### src/rtl/cpu_pkg.sv
// Shared CPU definitions: the decoded control bundle, the bubble constant,
// opcode values and ALU operation encodings.
package cpu_pkg;

  typedef struct packed {
    logic [1:0] alu_op;
    logic       reg_dst;
    logic       branch;
    logic       mem_read;
    logic       mem_2_reg;
    logic       mem_write;
    logic       alu_src;
    logic       reg_write;
    logic       jump;
  } ctrl_t;

  localparam int unsigned CtrlWidth = 10;

  // Bit positions of each ctrl_t field within the packed vector.
  localparam int unsigned CTRL_ALU_OP_HI = 9;
  localparam int unsigned CTRL_ALU_OP_LO = 8;
  localparam int unsigned CTRL_REG_DST   = 7;
  localparam int unsigned CTRL_BRANCH    = 6;
  localparam int unsigned CTRL_MEM_READ  = 5;
  localparam int unsigned CTRL_MEM_2_REG = 4;
  localparam int unsigned CTRL_MEM_WRITE = 3;
  localparam int unsigned CTRL_ALU_SRC   = 2;
  localparam int unsigned CTRL_REG_WRITE = 1;
  localparam int unsigned CTRL_JUMP      = 0;

  localparam ctrl_t CTRL_BUBBLE = '0;

  localparam logic [5:0] ALU_R = 6'h00;
  localparam logic [5:0] ADDI  = 6'h08;
  localparam logic [5:0] BEQ   = 6'h04;
  localparam logic [5:0] J     = 6'h02;
  localparam logic [5:0] LW    = 6'h23;
  localparam logic [5:0] SW    = 6'h2B;

  localparam logic [1:0] ALU_OP_ADD    = 2'd0;
  localparam logic [1:0] ALU_OP_SUB    = 2'd1;
  localparam logic [1:0] ALU_OP_R_TYPE = 2'd2;

endpackage

### src/rtl/hazard_detect.sv
// Load-use hazard detection (purely combinational).
// Ports:
//   mem_read_ex - EX-stage instruction is a load
//   rt_ex       - destination register of the EX-stage load
//   rs_id/rt_id - source register fields of the ID-stage instruction
//   hazard      - ID instruction reads a register the EX load has yet to produce
module hazard_detect (
  input  logic       mem_read_ex,
  input  logic [4:0] rt_ex,
  input  logic [4:0] rs_id,
  input  logic [4:0] rt_id,
  output logic       hazard
);

  // rt is compared for every opcode; a spurious stall on I-type is harmless.
  assign hazard = mem_read_ex && (rt_ex != 5'd0) && ((rt_ex == rs_id) || (rt_ex == rt_id));

endmodule

### src/rtl/id_ex_stage.sv
// ID/EX pipeline register with load-use stall generation.
// Ports:
//   clk, arst_n        - clock, asynchronous active-low reset
//   enable             - pipeline advance; 0 freezes all state
//   flush              - squash: the EX stage receives a bubble
//   ctrl_id, instr_id  - decoded control bundle and raw instruction from ID
//   pc_id, rdata1_id, rdata2_id, imm_id - ID-stage data
//   ctrl_ex ... funct_ex - registered EX-stage copies
//   stall_id           - combinational stall request for PC and IF/ID
//   stall_cnt          - saturating count of inserted load-use bubbles
module id_ex_stage
  import cpu_pkg::*;
(
  input  logic        clk,
  input  logic        arst_n,
  input  logic        enable,
  input  logic        flush,
  input  logic [9:0]  ctrl_id,
  input  logic [31:0] instr_id,
  input  logic [31:0] pc_id,
  input  logic [31:0] rdata1_id,
  input  logic [31:0] rdata2_id,
  input  logic [31:0] imm_id,
  output logic [9:0]  ctrl_ex,
  output logic [31:0] pc_ex,
  output logic [31:0] rdata1_ex,
  output logic [31:0] rdata2_ex,
  output logic [31:0] imm_ex,
  output logic [4:0]  rs_ex,
  output logic [4:0]  rt_ex,
  output logic [4:0]  rd_ex,
  output logic [5:0]  funct_ex,
  output logic        stall_id,
  output logic [15:0] stall_cnt
);

  ctrl_t       ctrl_q, ctrl_d;
  logic [31:0] pc_q, rdata1_q, rdata2_q, imm_q;
  logic [4:0]  rs_q, rt_q, rd_q;
  logic [5:0]  funct_q;
  logic [15:0] cnt_q, cnt_d;
  logic        hazard;

  hazard_detect u_hazard_detect (
    .mem_read_ex (ctrl_q.mem_read),
    .rt_ex       (rt_q),
    .rs_id       (instr_id[25:21]),
    .rt_id       (instr_id[20:16]),
    .hazard      (hazard)
  );

  // A flush already squashes the consumer, so no stall is needed or counted.
  assign stall_id = hazard && enable && !flush;

  always_comb begin
    ctrl_d = ctrl_t'(ctrl_id);
    if (flush || hazard) begin
      ctrl_d = CTRL_BUBBLE;
    end
    cnt_d = cnt_q;
    if (stall_id && (cnt_q != 16'hFFFF)) begin
      cnt_d = cnt_q + 16'd1;
    end
  end

  always_ff @(posedge clk or negedge arst_n) begin
    if (!arst_n) begin
      ctrl_q   <= CTRL_BUBBLE;
      pc_q     <= '0;
      rdata1_q <= '0;
      rdata2_q <= '0;
      imm_q    <= '0;
      rs_q     <= '0;
      rt_q     <= '0;
      rd_q     <= '0;
      funct_q  <= '0;
      cnt_q    <= '0;
    end else if (enable) begin
      ctrl_q   <= ctrl_d;
      // Data always loads; under a bubble its contents are ignored downstream.
      pc_q     <= pc_id;
      rdata1_q <= rdata1_id;
      rdata2_q <= rdata2_id;
      imm_q    <= imm_id;
      rs_q     <= instr_id[25:21];
      rt_q     <= instr_id[20:16];
      rd_q     <= instr_id[15:11];
      funct_q  <= instr_id[5:0];
      cnt_q    <= cnt_d;
    end
  end

  assign ctrl_ex   = ctrl_q;
  assign pc_ex     = pc_q;
  assign rdata1_ex = rdata1_q;
  assign rdata2_ex = rdata2_q;
  assign imm_ex    = imm_q;
  assign rs_ex     = rs_q;
  assign rt_ex     = rt_q;
  assign rd_ex     = rd_q;
  assign funct_ex  = funct_q;
  assign stall_cnt = cnt_q;

endmodule

### config.mk
export PLATFORM = sky130hd
export DESIGN_NAME = id_ex_stage
export DESIGN_NICKNAME = d
export VERILOG_FILES = /design/src/rtl/cpu_pkg.sv /design/src/rtl/hazard_detect.sv /design/src/rtl/id_ex_stage.sv
export SDC_FILE = /design/constraint.sdc
export NUM_CORES = 1
export LEC_CHECK = 0
export ABC_AREA = 1
export CAP_MARGIN = 20
export CELL_PAD_IN_SITES_DETAIL_PLACEMENT = 0
export CELL_PAD_IN_SITES_GLOBAL_PLACEMENT = 1
export CORE_UTILIZATION = 31
export CTS_CLUSTER_DIAMETER = 60
export DETAILED_ROUTE_END_ITERATION = 8
export PLACE_DENSITY = 0.95
export SLEW_MARGIN = 15
export SYNTH_ARGS = -nofsm -noshare
export SYNTH_HDL_FRONTEND = slang
export SYNTH_SLANG_ARGS = --single-unit
### constraint.sdc
create_clock -name clk -period 2.7 [get_ports clk]
set_clock_uncertainty 0.15 [all_clocks]
set_input_delay 0.54 -clock clk [delete_from_list [all_inputs] [get_ports clk]]
set_output_delay 0.54 -clock clk [all_outputs]
set_load 0.05 [all_outputs]
# After elaboration in Yosys (flattened, before gate mapping)
# Cells that the tools add are included.
dict set report totals {
  ff_bits 175
  inputBits 174
  wordCells 33
}
dict set report op_classes {
  add_sub_neg 1
  eq_ne 3
  muxes 1
  reduce_logical 10
}
# cell count
set op_table {}
lappend op_table {{$add 16x1->16 const B} 1}
lappend op_table {{$ne 16x16->1 const B} 1}
lappend op_table {{$eq 5x5->1} 2}
lappend op_table {{$mux 10} 1}
lappend op_table {{$logic_and 1x1->1} 5}
lappend op_table {{$reduce_bool 5->1} 1}
lappend op_table {{$logic_or 1x1->1} 2}
lappend op_table {{$reduce_and 2->1} 1}
lappend op_table {{$logic_not 1->1} 1}

# Logic depth before layout (Yosys ltp)
dict set report logic_depth {
  ltp_word 7
  ltp_mapped 11
}

# Cells and area by module
# Synthesis repeated with hierarchy kept, for this count alone.
dict set report hier_totals {
  hier_cells 547
  hier_area_um2 7183.1
}
# mod n_inst cells_per_inst area_each_um2 seq_area_each_um2
set by_module_without_submodules {}
lappend by_module_without_submodules {id_ex_stage 1 502 6988.0 4379.2}
lappend by_module_without_submodules {hazard_detect 1 45 195.2 0.0}

# Worst setup path before layout
# OpenSTA, ideal clock, no wires.
dict set report synth_timing {
  kind {register to output}
  startpoint {register rt_q[2] (netlist: rt_ex[2])}
  endpoint {output stall_id}
  arrival_time_ps 1549
  slack_ps 461
  stages_incl_launch_ff 9
  path_cell_list {dfrtp_1 inv_2 nand2_1 nand2_1 nor2_1 nand3_1 nand2_1 nand3_2 inv_1}
}
dict set report synth_between {
  elab_chain_cells 5
  elab_cells_between_ends 8
  cone_classes {eq/ne (2); reduce/logical (6)}
}
# item line_no
set synth_lines {}
lappend synth_lines {{from (decl)} id_ex_stage.sv:39} ;# logic [4:0] rs_q, rt_q, rd_q;
lappend synth_lines {{from (signal assigned)} id_ex_stage.sv:86} ;# rt_q <= instr_id[20:16];
lappend synth_lines {{$eq 5x5->1 or $reduce_bool 5->1 (tied branches)} hazard_detect.sv:16} ;# assign hazard = mem_read_ex && (rt_ex != 5'd0) && ((rt_ex == rs_id) || (rt_ex == rt_id));
lappend synth_lines {{$logic_or 1x1->1 or $logic_and 1x1->1 (tied branches)} hazard_detect.sv:16}
lappend synth_lines {{$logic_and 1x1->1 *} hazard_detect.sv:16}
lappend synth_lines {{$logic_and 1x1->1 * (2 in a row)} id_ex_stage.sv:53} ;# assign stall_id = hazard && enable && !flush;
lappend synth_lines {{to (decl)} id_ex_stage.sv:33} ;# output logic stall_id,
# Mark *: on every way between the ends. The rest lies on a longest branch, timed or not.

# Worst setup path after layout
dict set report layout_timing {
  startpoint {input instr_id[19]}
  endpoint {output stall_id}
}
dict set report layout_between {
  elab_chain_cells 5
}
# item line_no
set layout_lines {}
lappend layout_lines {{from (decl)} id_ex_stage.sv:19} ;# input logic [31:0] instr_id,
lappend layout_lines {{$eq 5x5->1} hazard_detect.sv:16}
lappend layout_lines {{$logic_or 1x1->1} hazard_detect.sv:16}
lappend layout_lines {{$logic_and 1x1->1} hazard_detect.sv:16}
lappend layout_lines {{$logic_and 1x1->1 (2 in a row)} id_ex_stage.sv:53}
# Every way passes these cells.

==> reports/metrics.cfg <==
[floorplanning]
fp-row-count = 54
core_sq_um = 22100
die_x_um = 153
die_h_um = 153
start_util_pct = 32.0
die-area_sq_um = 23400
io_pins = 350

[logic_synthesis]
avgSynthCellArea_sq_um = 8.41
synth_flop_cell = dfrtp_1
synth_compound_area_share_pct = 0.636
yosysSeqAreaShare_pct = 61.9
async_reset_ff_share_pct = 100
synth_fp_nets = 1016
synthAdderAreaFrac_pct = 0.177
synth_top_family_by_area = simple AND/OR/NAND/NOR gates
yosysUniqueCellTypes = 22
muxShareOfSynthArea_pct = 0
syn_area_sq_um = 7080
yosysTopAreaCellShare_pct = 61.9
synth_top_area_cell = dfrtp_1
yosysWarnings = 0
yosys.area_share.simple_pct = 32.2
synth_edf_count = 0
ys_ff_latch = 175
syn_inst = 841
synth_xor_area_share_pct = 1.98
netlist_top_cells_area = dfrtp_1 62%, nand2_1 28%, clkbuf_1 1.8%

[place]
placed_area_sq_um = 10800
portBuffers = 338
gp_congestion = 0.849
dpl.cell_count = 1428
place_hpwl_mm = 14.3

[sta]
worst_hold_slack_ns = 0.319
fmax_mhz = 390
grt_setup_unrepaired = false
timing.final.crit_share_pct = 95.0
setup-violations-final = 0
worst_pin_slew_ns = 0.818
tns_ns = 0
max_slew_margin_pct = 45.4
finalMaxSlewViolations = 0
fin_crit_ns = 2.56
finalHoldViolations = 0

[clock_network]
clockBufferDepth = 2
cts_root_buf = clkbuf_16
cts-htree-levels = 4
cts.sink_count = 175
clk_latency_ns = 0.42
cts_made_buffers = 17
cts_resized = 0
cts_tree = yes
path_clk_slew_ns = 0.06
hold_buffers = 1
post_cts_buffers = 0

[cells_and_area]
fin_area_sq_um = 11300
final_nets = 1343
stdcell_count = 1462
area_growth_pct = 60.2
drive_above_1_share_pct = 4.57

[power_and_ir_drop]
p_per_area_nw_per_um2 = 638
ir_worst_vdd_mv = 0.358
total_leakage_power_nw = 5.55
p_total_mw = 7.23

[route]
vias = 6409
totalWireLength_mm = 20.8
first_pass_iters = 4
drc = 0
ant_nets = 0
routed_via_density = 4.38
dr.first_iter.drc_count = 249
routedWlPerCell_um = 14.2

[setup_path]
critPathRequiredTime_ns = 2.01
cp-end-kind = output pin
arrival_ns = 1.87
regToRegSetupSlack_ns = 0.76
critical_path_class = input pin to output pin
startpoint_type = input pin
crit_fanout = 3

[min_path]
hp-class = flip-flop to flip-flop

[grt]
overflow = 0
antenna_found_initial = 1
gr-usage-all-layers_pct = 18.0
met1_usage_pct = 20.8
grt_first_pass_wirelength_mm = 33.4
met3_usage_pct = 7.31
grt_pass1_vias = 6563
top_usage_layer = met2
grt_max_degree = 160
met2_usage_pct = 30.0

[job]
cap_violations = 0

[run_status]
outcome = complete, no violations

[synthesized netlist by cell type (all sizes together) (2+ instances only)]
library cell	n
xnor2	9
nand2	537
nand4	3
clkbuf	34
inv	18
buf	4
nand3	21
nor2	20
dfrtp	175
nor3	2
xor2	7
o21ai	9
[flip-flops by register name, summed over array words and instances, names as in the netlist]
name       cells
rdata2_ex     32
funct_ex       6
imm_ex        32
rt_ex          5
stall_cnt     16
ctrl_ex       10
rd_ex          5
pc_ex         32
rdata1_ex     32
rs_ex          5
[per-stage QoR]
stage / util (%) / setup slack (ns)
floorplan: - / 0.461
global placement: 48.7 / 0.119
detailed placement: 48.7 / 0.125
CTS: 51.3 / 0.118
global route: 51.3 / 0.0212
finish: 51.3 / 0.136
[per-layer routing]
metal | vias up | part of all wire, % | routed length (um)
met2 | 252 | 48 | 9900
li1 | 3192 | - | -
met4 | 0 | 2.2 | 453
met5 | - | 0 | 0
met1 | 2934 | 41 | 8520
met3 | 31 | 9.3 | 1930
[worst max-delay path: stages]
cell and delay, ns:
clkdlybuf4s50_1 0.50, inv_1 0.05, nand2_1 0.05, nand2_1 0.07, nor2_1 0.13, nand3_1 0.08, nand2_1 0.13, nand3_2 0.09
inv_1 0.10, buf_12 0.14
[layout by cell type (no fill, tap or decap)]
| cell | count |
|---|---|
| xor2_1 | 7 |
| o21ai_0 | 9 |
| buf_12 | 5 |
| nor3_1 | 1 |
| nand4_1 | 2 |
| clkbuf_8 | 1 |
| diode_2 | 1 |
| buf_6 | 1 |
| clkbuf_1 | 1 |
| nand3_2 | 2 |
| nor3b_2 | 1 |
| inv_2 | 4 |
| dfrtp_1 | 175 |
| inv_6 | 5 |
| clkbuf_16 | 17 |
| clkdlybuf4s50_1 | 335 |
| inv_4 | 1 |
| ha_1 | 1 |
| xnor2_1 | 9 |
| nor3_2 | 1 |
| inv_8 | 4 |
| nand3_1 | 19 |
| nor2_1 | 17 |
| nand4_2 | 1 |
| inv_1 | 13 |
| nand2_1 | 537 |
| nor2_4 | 2 |
| buf_4 | 4 |
| dlygate4sd3_1 | 1 |
| clkinv_2 | 1 |
| clkinvlp_4 | 3 |
| nor2_2 | 1 |
[kinds of logic after synthesis]
group / Yosys count
DFF: 175
buffers and inverters: 56
adders and majority gates: 1
AOI/OAI and AO/OA: 9
xor gates and xnor gates: 16
and+or+nand+nor: 584
[final timing paths]
check                             start      endpoint  cells after the start
setup / recovery           instr_id[19]      stall_id                     10
hold / removal                 pc_ex[5]      pc_ex[5]                      2
setup reg to reg           stall_cnt[0]  stall_cnt[1]                      7
hold reg to reg                pc_ex[5]      pc_ex[5]                      2
max in group asynchronous        arst_n     imm_ex[5]                      3
min in group asynchronous        arst_n    ctrl_ex[1]                      2
[cell type report]
type	instances	area (sq um)
Antenna cell	1	2.50
Clock buffer	19	443
Clock inverter	13	116
Fill cell	2040	10800
Inverter	18	70.1
Multi-Input combinational cell	610	2470
Sequential cell	175	4380
Tap cell	280	350
Timing Repair Buffer	346	3500
[power by group]
group | leakage, nW | internal, mW | switching, mW
clock | 0.269 | 1.24 | 1.15
combinational | 3.11 | 0.683 | 1.20
sequential | 2.17 | 2.83 | 0.129
total | 5.55 | 4.76 | 2.47
Power figures use the tool's default switching activity.
